<file path="src/rtl/mgr_cntl_arb.sv">
// mgr_cntl_arb: buffers NoC dp channels, arbitrates whole packets round-robin onto MWC, decodes cp config writes
module mgr_cntl_arb #(
  parameter int NUM_DP_CH  = 2,
  parameter int FIFO_DEPTH = 4,
  parameter int DATA_W     = 64,
  parameter int TYPE_W     = 2,
  parameter int PTYPE_W    = 3,
  parameter int MGRID_W    = 6,
  parameter int ADDR_W     = 24,
  parameter bit ENABLE_RST = 1'b1
) (
  input  logic                           clk,
  input  logic                           reset_poweron,
  input  logic [MGRID_W-1:0]             sys__mgr__mgrId,
  input  logic                           noc__mcntl__cp_valid,
  input  logic [PTYPE_W-1:0]             noc__mcntl__cp_ptype,
  input  logic [DATA_W-1:0]              noc__mcntl__cp_data,
  input  logic [MGRID_W-1:0]             noc__mcntl__cp_mgrId,
  output logic                           mcntl__noc__cp_ready,
  input  logic [NUM_DP_CH-1:0]           noc__mcntl__dp_valid,
  input  logic [2*NUM_DP_CH-1:0]         noc__mcntl__dp_cntl,
  input  logic [TYPE_W*NUM_DP_CH-1:0]    noc__mcntl__dp_type,
  input  logic [PTYPE_W*NUM_DP_CH-1:0]   noc__mcntl__dp_ptype,
  input  logic [DATA_W*NUM_DP_CH-1:0]    noc__mcntl__dp_data,
  input  logic [MGRID_W*NUM_DP_CH-1:0]   noc__mcntl__dp_mgrId,
  output logic [NUM_DP_CH-1:0]           mcntl__noc__dp_ready,
  output logic                           mcntl__mwc__valid,
  output logic [1:0]                     mcntl__mwc__cntl,
  output logic [TYPE_W-1:0]              mcntl__mwc__type,
  output logic [PTYPE_W-1:0]             mcntl__mwc__ptype,
  output logic [DATA_W-1:0]              mcntl__mwc__data,
  output logic [MGRID_W-1:0]             mcntl__mwc__mgrId,
  input  logic                           mwc__mcntl__ready,
  output logic                           mcntl__mwc__flush,
  output logic [ADDR_W-1:0]              mcntl__wuf__start_addr,
  output logic                           mcntl__wuf__enable,
  output logic                           xxx__wuf__stall,
  output logic [7:0]                     mcntl__cp_drop_count
);
  localparam int W  = 2 + TYPE_W + PTYPE_W + DATA_W + MGRID_W;
  localparam int AW = $clog2(FIFO_DEPTH);
  localparam int CW = NUM_DP_CH > 1 ? $clog2(NUM_DP_CH) : 1;
  localparam logic [1:0] SOM = 2'b01, EOM = 2'b11;

  logic [W-1:0] head [NUM_DP_CH];
  logic [NUM_DP_CH-1:0] push, pop, empty, rdy;
  logic [CW-1:0] sel, sel_nxt, ptr, lock_ch;
  logic found, load, locked, out_valid, flush_pending, fire, cfg, match;
  logic [W-1:0] ob, hd;
  logic [1:0] hc;

  for (genvar i = 0; i < NUM_DP_CH; i++) begin : g_ch
    logic [W-1:0] mem [FIFO_DEPTH];
    logic [AW-1:0] rp, wp;
    logic [AW:0] cnt, cnt_n;
    assign push[i]  = noc__mcntl__dp_valid[i] & rdy[i];
    assign empty[i] = cnt == '0;
    assign head[i]  = mem[rp];
    assign cnt_n    = cnt + (AW+1)'(push[i]) - (AW+1)'(pop[i]);
    assign mcntl__noc__dp_ready[i] = rdy[i];
    always_ff @(posedge clk)
      if (push[i]) mem[wp] <= {noc__mcntl__dp_cntl[2*i +: 2], noc__mcntl__dp_type[TYPE_W*i +: TYPE_W],
                               noc__mcntl__dp_ptype[PTYPE_W*i +: PTYPE_W], noc__mcntl__dp_data[DATA_W*i +: DATA_W],
                               noc__mcntl__dp_mgrId[MGRID_W*i +: MGRID_W]};
    // ready comes from next-state occupancy so a full FIFO never sees a push
    always_ff @(posedge clk or posedge reset_poweron)
      if (reset_poweron) begin
        rp     <= '0;
        wp     <= '0;
        cnt    <= '0;
        rdy[i] <= 1'b1;
      end else begin
        rp     <= rp + AW'(pop[i]);
        wp     <= wp + AW'(push[i]);
        cnt    <= cnt_n;
        rdy[i] <= cnt_n != (AW+1)'(FIFO_DEPTH);
      end
  end

  // lowest offset from ptr wins; a held lock pins the grant to its channel
  always_comb begin
    sel   = lock_ch;
    found = locked & ~empty[lock_ch];
    if (!locked)
      for (int k = NUM_DP_CH - 1; k >= 0; k--)
        if (!empty[(int'(ptr) + k) % NUM_DP_CH]) begin
          found = 1'b1;
          sel   = CW'((int'(ptr) + k) % NUM_DP_CH);
        end
    hd      = head[sel];
    hc      = hd[W-1 -: 2];
    load    = found & (~out_valid | mwc__mcntl__ready);
    pop     = '0;
    pop[sel] = load;
    sel_nxt = int'(sel) == NUM_DP_CH - 1 ? '0 : sel + 1'b1;
  end

  always_ff @(posedge clk or posedge reset_poweron)
    if (reset_poweron) begin
      out_valid <= 1'b0;
      ob        <= '0;
      locked    <= 1'b0;
      lock_ch   <= '0;
      ptr       <= '0;
    end else if (load) begin
      out_valid <= 1'b1;
      ob        <= hd;
      ptr       <= sel_nxt;
      if (!locked && hc == SOM) begin
        locked  <= 1'b1;
        lock_ch <= sel;
      end else if (locked && hc == EOM) locked <= 1'b0;
    end else if (mwc__mcntl__ready) out_valid <= 1'b0;

  always_ff @(posedge clk)
    if (!reset_poweron && load && !locked)
      assert (hc == 2'b00 || hc == SOM) else $error("mgr_cntl_arb: unlocked head beat on ch %0d is not a packet start", sel);

  assign mcntl__mwc__valid = out_valid;
  assign mcntl__mwc__cntl  = ob[W-1 -: 2];
  assign mcntl__mwc__type  = ob[MGRID_W+DATA_W+PTYPE_W +: TYPE_W];
  assign mcntl__mwc__ptype = ob[MGRID_W+DATA_W +: PTYPE_W];
  assign mcntl__mwc__data  = ob[MGRID_W +: DATA_W];
  assign mcntl__mwc__mgrId = ob[MGRID_W-1:0];

  assign match = noc__mcntl__cp_mgrId == sys__mgr__mgrId;
  assign cfg   = noc__mcntl__cp_valid & mcntl__noc__cp_ready & match;
  assign fire  = flush_pending & ~locked & ~out_valid & (&empty);

  always_ff @(posedge clk or posedge reset_poweron)
    if (reset_poweron) begin
      mcntl__noc__cp_ready   <= 1'b1;
      mcntl__wuf__start_addr <= '0;
      mcntl__wuf__enable     <= ENABLE_RST;
      xxx__wuf__stall        <= 1'b0;
      mcntl__cp_drop_count   <= '0;
      mcntl__mwc__flush      <= 1'b0;
      flush_pending          <= 1'b0;
    end else begin
      mcntl__noc__cp_ready <= 1'b1;
      if (cfg && noc__mcntl__cp_ptype == PTYPE_W'(0)) mcntl__wuf__start_addr <= noc__mcntl__cp_data[ADDR_W-1:0];
      if (cfg && noc__mcntl__cp_ptype == PTYPE_W'(1)) mcntl__wuf__enable <= noc__mcntl__cp_data[0];
      if (cfg && noc__mcntl__cp_ptype == PTYPE_W'(2)) xxx__wuf__stall <= noc__mcntl__cp_data[0];
      if (noc__mcntl__cp_valid && !match && mcntl__cp_drop_count != 8'hff)
        mcntl__cp_drop_count <= mcntl__cp_drop_count + 1'b1;
      mcntl__mwc__flush <= fire;
      flush_pending     <= ~fire & (flush_pending | (cfg && noc__mcntl__cp_ptype == PTYPE_W'(3)));
    end
endmodule
</file>
<file path="config.mk">
export PLATFORM = sky130hd
export DESIGN_NAME = mgr_cntl_arb
export DESIGN_NICKNAME = d
export VERILOG_FILES = /design/src/rtl/mgr_cntl_arb.sv
export SDC_FILE = /design/constraint.sdc
export NUM_CORES = 1
export LEC_CHECK = 0
export CAP_MARGIN = 40
export CELL_PAD_IN_SITES_DETAIL_PLACEMENT = 0
export CELL_PAD_IN_SITES_GLOBAL_PLACEMENT = 2
export CORE_UTILIZATION = 46
export CTS_CLUSTER_DIAMETER = 200
export DETAILED_ROUTE_END_ITERATION = 8
export PLACE_DENSITY_LB_ADDON = 0.3
export SYNTH_ARGS = -nofsm -noshare
export SYNTH_HDL_FRONTEND = slang
export SYNTH_SLANG_ARGS = --single-unit
</file>
<file path="constraint.sdc">
create_clock -name clk -period 20.8 [get_ports clk]
set_clock_uncertainty 0.05 [all_clocks]
set_input_delay 4.16 -clock clk [delete_from_list [all_inputs] [get_ports clk]]
set_output_delay 4.16 -clock clk [all_outputs]
set_load 0.01 [all_outputs]
</file>
# Yosys cells after proc, flatten, opt, wreduce, memory -nomap -nowiden
# Memory sizes are Yosys's and may differ from the RTL's.
# Cells that the tools add are included.
classes:
  add_sub_neg: 11
  n_lt_le_gt_ge: 6
  n_eq_ne: 9
  n_mux: 27
  bitwise_logic: 18
  n_reduce_logical: 19
op_table:
  columns: ["cell", "n"]
  rows:
  - ["77-bit two-way mux", 3]
  - ["1-bit two-way mux", 23]
  - ["1-bit AND", 9]
  - ["1-bit logical AND", 9]
  - ["3-bit zero test", 3]
  - ["2-bit by 1-bit adder with 2-bit output", 4]
  - ["8-bit by 1-bit adder with 8-bit output (second input constant)", 1]
  - ["8-bit != test (second input constant)", 1]
  - ["3-bit by 1-bit adder with 3-bit output", 2]
  - ["3-bit by 2-bit equality test with 1-bit output (second input constant)", 2]
  - ["6-bit equality test", 1]
  - ["1-bit by 2-bit less-than comparator with 1-bit output (second input constant)", 3]
  - ["3-bit != test (second input constant)", 2]
  - ["2-bit AND reduction", 3]
  - ["3-bit by 1-bit subtractor with 3-bit output", 2]
  - ["1-bit NOT", 4]
  - ["2-bit nonzero test", 2]
  - ["3-bit by 1-bit equality test with 1-bit output (second input constant)", 1]
  - ["2-bit by 3-bit less-than comparator with 1-bit output (second input constant)", 1]
  - ["1-bit adder (second input constant)", 2]
  - ["2-bit AND", 1]
  - ["2-bit by 1-bit equality test with 1-bit output (second input constant)", 1]
  - ["2-bit equality test (second input constant)", 1]
  - ["2-bit greater-or-equal comparator (second input constant)", 1]
  - ["other kinds (6)", 8]
totals:
  regBits: 133
  mem_bits_rw: 616
  out_inout_bits: 116
  n_memories: 2
mem_list:
  columns: ["memory", "words", "word_bits", "rd", "rd_clocked_by_memory_dff", "write_ports", "line_no", "text"]
  rows:
  - ["g_ch[0].mem", 4, 77, 1, 0, 1, "53", "logic [W-1:0] mem [FIFO_DEPTH];"]
  - ["g_ch[1].mem", 4, 77, 1, 0, 1, "53", null]

# Depth between registers and ports, before layout
# Gate-level depths: netlist of run 1.
depth:
  ltp_word: 16
  mapped_depth: 10
  depth_no_buf: 10

# Least setup slack after synthesis of run 1
# Ideal clock, no wire load.
synth_path:
  path_kind: "input -> register"
  from: "input port noc__mcntl__dp_valid[0]"
  to: "memory g_ch[0].mem[1][0] in the netlist's numbering, enable pin"
  t_arrival_ps: 9881
  t_required_ps: 20127
  path_slack_ps: 10246
  path_stages: 2
  path_cell_list: "nand2_1 nor3b_1"
synth_between:
  elab_chain_len: 3
synth_rtl:
  columns: ["element", "line_no", "text"]
  rows:
  - ["start: declaration", "20", "input logic [NUM_DP_CH-1:0] noc__mcntl__dp_valid,"]
  - ["1-bit AND", "56", "assign push[i] = noc__mcntl__dp_valid[i] & rdy[i];"]
  - ["1-bit two-way mux", "62", "if (push[i]) mem[wp] <= {noc__mcntl__dp_cntl[2*i +: 2], noc__mcntl__dp_type[TYPE_W*i +: TYPE_W],"]
  - ["1-bit two-way mux (implied by the code)", "62", null]
  - ["end: declaration", "53", null]
# Every way passes these cells.

# Final worst setup path of run 1
layout_path:
  from: "input port noc__mcntl__dp_valid[0]"
  to: "memory g_ch[0].mem[3][14] in the netlist's numbering, enable pin"
# Same word-level chain as after synthesis.

==> results of run 1 <==
==> layout by cell type, fill, tap and decap left out, drive strengths merged, types with 9 or more instances in the layout <==
cell type,count
edfxtp,616
clkdlybuf4s50,313
mux4,154
dfrtp,130
clkbuf,115
nor2,85
mux2i,77
a21oi,76
buf,33
mux2,30
clkinv,19
inv,18
nand2,16
xor2,11
xnor2,9
==> report_power, final <==
part	leakage, µW	internal (µW)	switching [µW]
logic	0.00366	752	766
clock network	0.00128	852	555
registers	0.00721	1990	164
==> cell families after synthesis <==
logic type	after synthesis	share of synthesized area [%]
other	1	0.01325
adders and majority gates	10	0.4953
DFF	749	77.15
and+or+nand+nor	124	1.963
muxes	261	16.45
AOI/OAI and AO/OA	92	1.764
xor gates and xnor gates	20	0.6191
buffers and inverters	83	1.543
==> sequential cells by signal, summed over array words and instances (netlist names), 2 cells and up <==
| signal | count |
|---|---|
| g_ch.rp | 4 |
| g_ch.cnt | 6 |
| g_ch.wp | 4 |
| mcntl__cp_drop_count | 8 |
| mcntl__noc__dp_ready | 2 |
| ob | 77 |
| mcntl__wuf__start_addr | 24 |
| g_ch.mem | 616 |
==> how the worst max path moves through the flow <==
stage	start	to	slack (ps)
after floorplan	noc__mcntl__dp_valid[0]	g_ch[0].mem[1][0]$_DFFE_PP_	10250
after global placement	noc__mcntl__dp_valid[1]	g_ch[1].mem[3][33]$_DFFE_PP_	13760
after detailed placement	noc__mcntl__dp_valid[0]	g_ch[0].mem[3][5]$_DFFE_PP_	13920
after CTS	noc__mcntl__dp_valid[0]	g_ch[0].mem[3][70]$_DFFE_PP_	14560
after global routing	noc__mcntl__dp_valid[0]	g_ch[0].mem[3][30]$_DFFE_PP_	14490
final	noc__mcntl__dp_valid[0]	g_ch[0].mem[3][14]$_DFFE_PP_	14600
==> per-layer routing <==
layer	up-vias	wire (µm)	global-route usage [%]
met2	376	31310	34.52
met5	-	170	0
met1	7358	26080	26.85
li1	6116	-	-
met4	24	994	5.714
met3	101	3932	4.996
==> layout make-up <==
cell class	instances	share of cell area, %
antenna	3	0.02134
clock buffer	115	6.414
inverter	17	0.1957
multi-input combinational	508	17.30
timing repair buffer	346	10.16
sequential	749	62.11
tap	782	2.782
clock inverter	29	1.017
==> stage by stage <==
| stage | cell area [µm²] | setup slack [ps] | hold WS, ps |
|---|---|---|---|
| 3_5_place_dp | 32550 | 13920 | 420.0 |
| 2_1_floorplan | 28300 | 10250 | 404.7 |
| 3_3_place_gp | 32280 | 13760 | 409.9 |
| 5_1_grt | 35170 | 14490 | 464.8 |
| 6_report | 35170 | 14600 | 421.8 |
| 4_1_cts | 35160 | 14560 | 430.2 |
==> worst register-to-register path: stages, from the launching register on <==
cell and delay, ps:
dfrtp_4 540, buf_16 290, buf_4 440, buf_16 300
mux4_2 600, mux2_2 300, and4_1 220, mux2_4 290
==> run summary, run 1 <==
outcome -> complete, no violations
sequential cell area -> 21,840 µm²
# DRC -> 0
clk slew on worst S/H paths -> 60 ps
grt ovf -> 0
area occupied by multi-input gates -> 6085 µm²
wire per inst -> 24.51 µm
max-slew violation count -> 0
Std-Cell Rows -> 90
postcts setup bufs -> 0
Num CTS Buffers -> 78
Area contributors post-synth -> edfxtp_1, mux4_2, dfrtp_1, mux2i_1, a21oi_1
Max Cap Violations -> 0
commonest cells in the netlist -> edfxtp_1, mux4_2, dfrtp_1, nor2_1, mux2i_1
Global Route Usage Sum -> 20.58%
DP Wirelength -> 36,200 µm
Seq cells post-synth -> 749
VDD IR max -> 86.14 µV
Die W -> 250.0 µm
Top Family by Delay on Critical Path -> buffers and inverters
hold_sp -> mcntl__mwc__valid$_DFFE_PP0P_
top cell type by total area after synthesis -> edfxtp_1
H-tree Lvls -> 3
Worst Hold Class -> reg2reg
Crit path buffers/inverters -> 3
Stages on worst setup path -> 5
IO Count -> 355
DR pass1 iterations -> 5
worst skew pair latency -> 610 ps
critical path type -> in2reg
Most used DFF post-synth -> edfxtp_1
initial antenna violation count -> 15
top-area cell type share of the netlist area -> 65.37%
Syn-to-layout area delta -> 24.30%
WHS Path Cells -> 1
r2r setup slk -> 17,640 ps
Post-Syn Instances -> 1,340
pwr/cell area -> 144.4 nW/µm²
CTS resizes -> 0
final cycle utilization of the critical path -> 29.81%
fin cells -> 2,549
CP arrival -> 6380 ps
leakage -> 0.01215 µW
Mapped Area -> 28,300 µm²
via count -> 13,980
reg2reg start -> g_ch[0].rp[0]$_DFF_PP0_
Async SR Flop Fraction -> 17.76%
placed insts -> 2,402
Crit. End Element -> flip-flop
Worst EP required -> 20,980 ps
Power Total -> 5079 µW
fill count -> 4,466
slowest cell on the critical path -> buf_4
vias per cell -> 5.483
clock root buffer -> clkbuf_16
CTS tree -> built
setup TNS -> 0 ps
largest net degree at the start of global routing -> 73
Hold Path End -> mcntl__mwc__flush$_DFF_PP0_
Final min period -> 6201 ps
slew of the pin with the lowest slew margin -> 853.7 ps
remaining antenna violation count after routing -> 0
Distinct cells, synth -> 46
most frequent cell after synthesis -> edfxtp_1
Initial Utilization -> 46.71%
vias in the first global route -> 14,860
slew margin rel. -> 43.08%
clk sink count -> 749
EDFF count, synth -> 616
1st-iter DRT viols -> 856
final core utilization -> 58.05%
PortBufs -> 313
core box area -> 60,580 µm²
CP peak stage delay -> 760 ps
Synth Net Count -> 1,589
first-pass GRT wire length -> 94,410 µm
routed wire length -> 62,490 µm
worst path cell trace -> clkdlybuf4s50_1 > nand2_1 > inv_1 > and3_4 > buf_4
Hold Buf Count CTS -> 0
GPL Wtd Cong -> 0.7122
Startpoint Class -> input pin
crit-path max FO -> 48
fmax -> 0.1613 GHz
final setup fails -> 0
Crit Reg-Reg Endpoint -> lock_ch$_DFFE_PP0P_
syn avg cell area -> 21.12 µm²
post-synthesis sequential area ratio -> 77.15%
layout cells sized above 1 -> 19.44%
reg2reg path depth -> 7
Die H -> 250.0 µm
synth warn -> 0
Die Area -> 62,510 µm²
unrepaired setup endpoints after global routing -> false
Final nets -> 1,949
clock tree buffer depth -> 3
Hold Fails Final Rpt -> 0
No activity file was read; power rests on OpenSTA's default activity.
==> run 2, diff against run 1 <==
CORE_UTILIZATION = 42   (was 46)
clock period = 6.2 ns   (was 20.8 ns; I/O delays follow)
==> run summary, run 2 (synthesis results as in run 1) <==
Comb power frac -> 29.1%
Num CTS Buffers -> 80
fmax -> 0.2872 GHz
Hold Fails Final Rpt -> 0
VDD IR max -> 270.3 µV
routed wire length -> 63,720 µm
CTS resizes -> 0
Biggest register -> g_ch.mem
slowest cell on the critical path -> and2b_1
Power Total -> 17,060 µW
grt ovf -> 0
Initial Utilization -> 42.73%
CP arrival -> 3920 ps
crit-path max FO -> 15
Hold Buf Count CTS -> 0
top sig layer -> met5
fin cells -> 2,630
Syn-to-layout area delta -> 24.45%
vias per cell -> 5.256
Std-Cell Rows -> 94
slew of the pin with the lowest slew margin -> 833.0 ps
# DRC -> 0
clock root buffer -> clkbuf_16
worst skew pair latency -> 620 ps
most common cell after layout, fill and taps aside -> edfxtp_1
layout cells sized above 1 -> 19.83%
Crit path buffers/inverters -> 3
critical path type -> in2reg
outcome -> complete, no violations
Final min period -> 3482 ps
initial antenna violation count -> 15
unrepaired setup endpoints after global routing -> false
Net Sw Power -> 5049 µW
placed insts -> 2,481
Worst EP required -> 6640 ps
remaining antenna violation count after routing -> 0
DR pass1 iterations -> 4
clock tree buffer depth -> 3
CTS tree -> built
slew margin rel. -> 44.47%
largest net degree at the start of global routing -> 78
met2 wire length -> 31,200 µm
IO Count -> 355
H-tree Lvls -> 3
postcts setup bufs -> 0
Clock Power Share -> 28.1%
core box area -> 66,220 µm²
via count -> 13,820
wire per inst -> 24.23 µm
top flop regs -> g_ch.mem x616, ob x77, mcntl__wuf__start_addr x24
Pint -> 12,010 µW
first-pass GRT wire length -> 92,990 µm
commonest non-fill, non-tap cells in the layout -> edfxtp_1, clkdlybuf4s50_1, mux4_2, dfrtp_1, nor2_1
worst path cell trace -> clkdlybuf4s50_1 > clkinv_1 > a221oi_2 > and4_1 > nor2b_1 > and2b_1 > buf_4 > mux2_4
max reg flops -> 616
Die H -> 261.6 µm
PortBufs -> 313
Final nets -> 1,948
Crit. End Element -> flip-flop
CP peak stage delay -> 690 ps
max-slew violation count -> 0
Global Route Usage Sum -> 18.85%
final setup fails -> 0
clk slew on worst S/H paths -> 60 ps
1st-iter DRT viols -> 856
sequential share of power -> 42.8%
pwr/cell area -> 484.5 nW/µm²
final cycle utilization of the critical path -> 56.17%
placed instance area -> 32,520 µm²
Die Area -> 68,410 µm²
DR WL met3 -> 3960 µm
DP Wirelength -> 36,290 µm
clk sink count -> 749
Top Family by Delay on Critical Path -> simple AND/OR/NAND/NOR gates
Switching Fraction -> 29.59%
design area -> 35,210 µm²
Max Cap Violations -> 0
GPL Wtd Cong -> 0.7178
leakage -> 0.01212 µW
Startpoint Class -> input pin
Die W -> 261.6 µm
Worst Hold Class -> reg2reg
vias in the first global route -> 14,550
final hold slack -> 429.0 ps
metal1 wirelength -> 27,460 µm
## run 2: changes by cell type in the layout (fill, tap and decap cells not counted), sizes merged
cell and delta:
clkinv +6, buf -3, inv +3, clkbuf -8, clkinvlp +3, diode -2
## run 2: worst paths after layout
path,end,cells after the start,slack [ps],from
setup / recovery,mcntl__wuf__start_addr[14]$_DFFE_PP0P_,8,2720,noc__mcntl__cp_mgrId[5]
hold / removal,mcntl__mwc__flush$_DFF_PP0_,1,430,mcntl__mwc__valid$_DFFE_PP0P_
setup reg to reg,ob[3]$_DFFE_PP0P_,4,3340,g_ch[1].rp[0]$_DFF_PP0_
hold reg to reg,mcntl__mwc__flush$_DFF_PP0_,1,430,mcntl__mwc__valid$_DFFE_PP0P_
max in group asynchronous,ob[71]$_DFFE_PP0P_,3,3770,reset_poweron
min in group asynchronous,ob[51]$_DFFE_PP0P_,2,1120,reset_poweron
## run 2: area by class of cell
cell class	instances	area [µm²]
fill	5170	31000
sequential	749	21840
multi-input combinational	508	6085
timing repair buffer	343	3446
clock buffer	107	2267
tap	864	1081
clock inverter	41	419.2
inverter	17	68.82
antenna	1	2.502
## run 2: power by group through the flow
stage	clock network [µW]	logic (µW)	registers [µW]
finish	4800	4960	7300
detailed placement	0	5080	7430
global placement	0	5010	7370
floorplan	0	3280	7310
global route	5110	5380	7430
CTS	4930	5100	7340
## run 2: per-stage QoR
step	worst slack, ps	TNS, ps	utilization (%)
final	2718	0	53.18
after global placement	2097	0	49.03
after floorplan	-1434	-594170	-
after detailed placement	2064	0	49.12
after global routing	2583	0	53.18
after CTS	2703	0	53.18
## run 2: per-layer routing
metal	track usage [%]	vias up
li1	-	6106
met1	25.29	7254
met2	30.74	334
met3	4.917	100
met4	4.780	28
met5	0	-
## run 2: worst register-to-register path, cell delays in order (launching register included)
cell and delay, ps:
dfrtp_4 920, buf_4 710, mux4_2 590, mux2i_1 310, a21oi_1 130
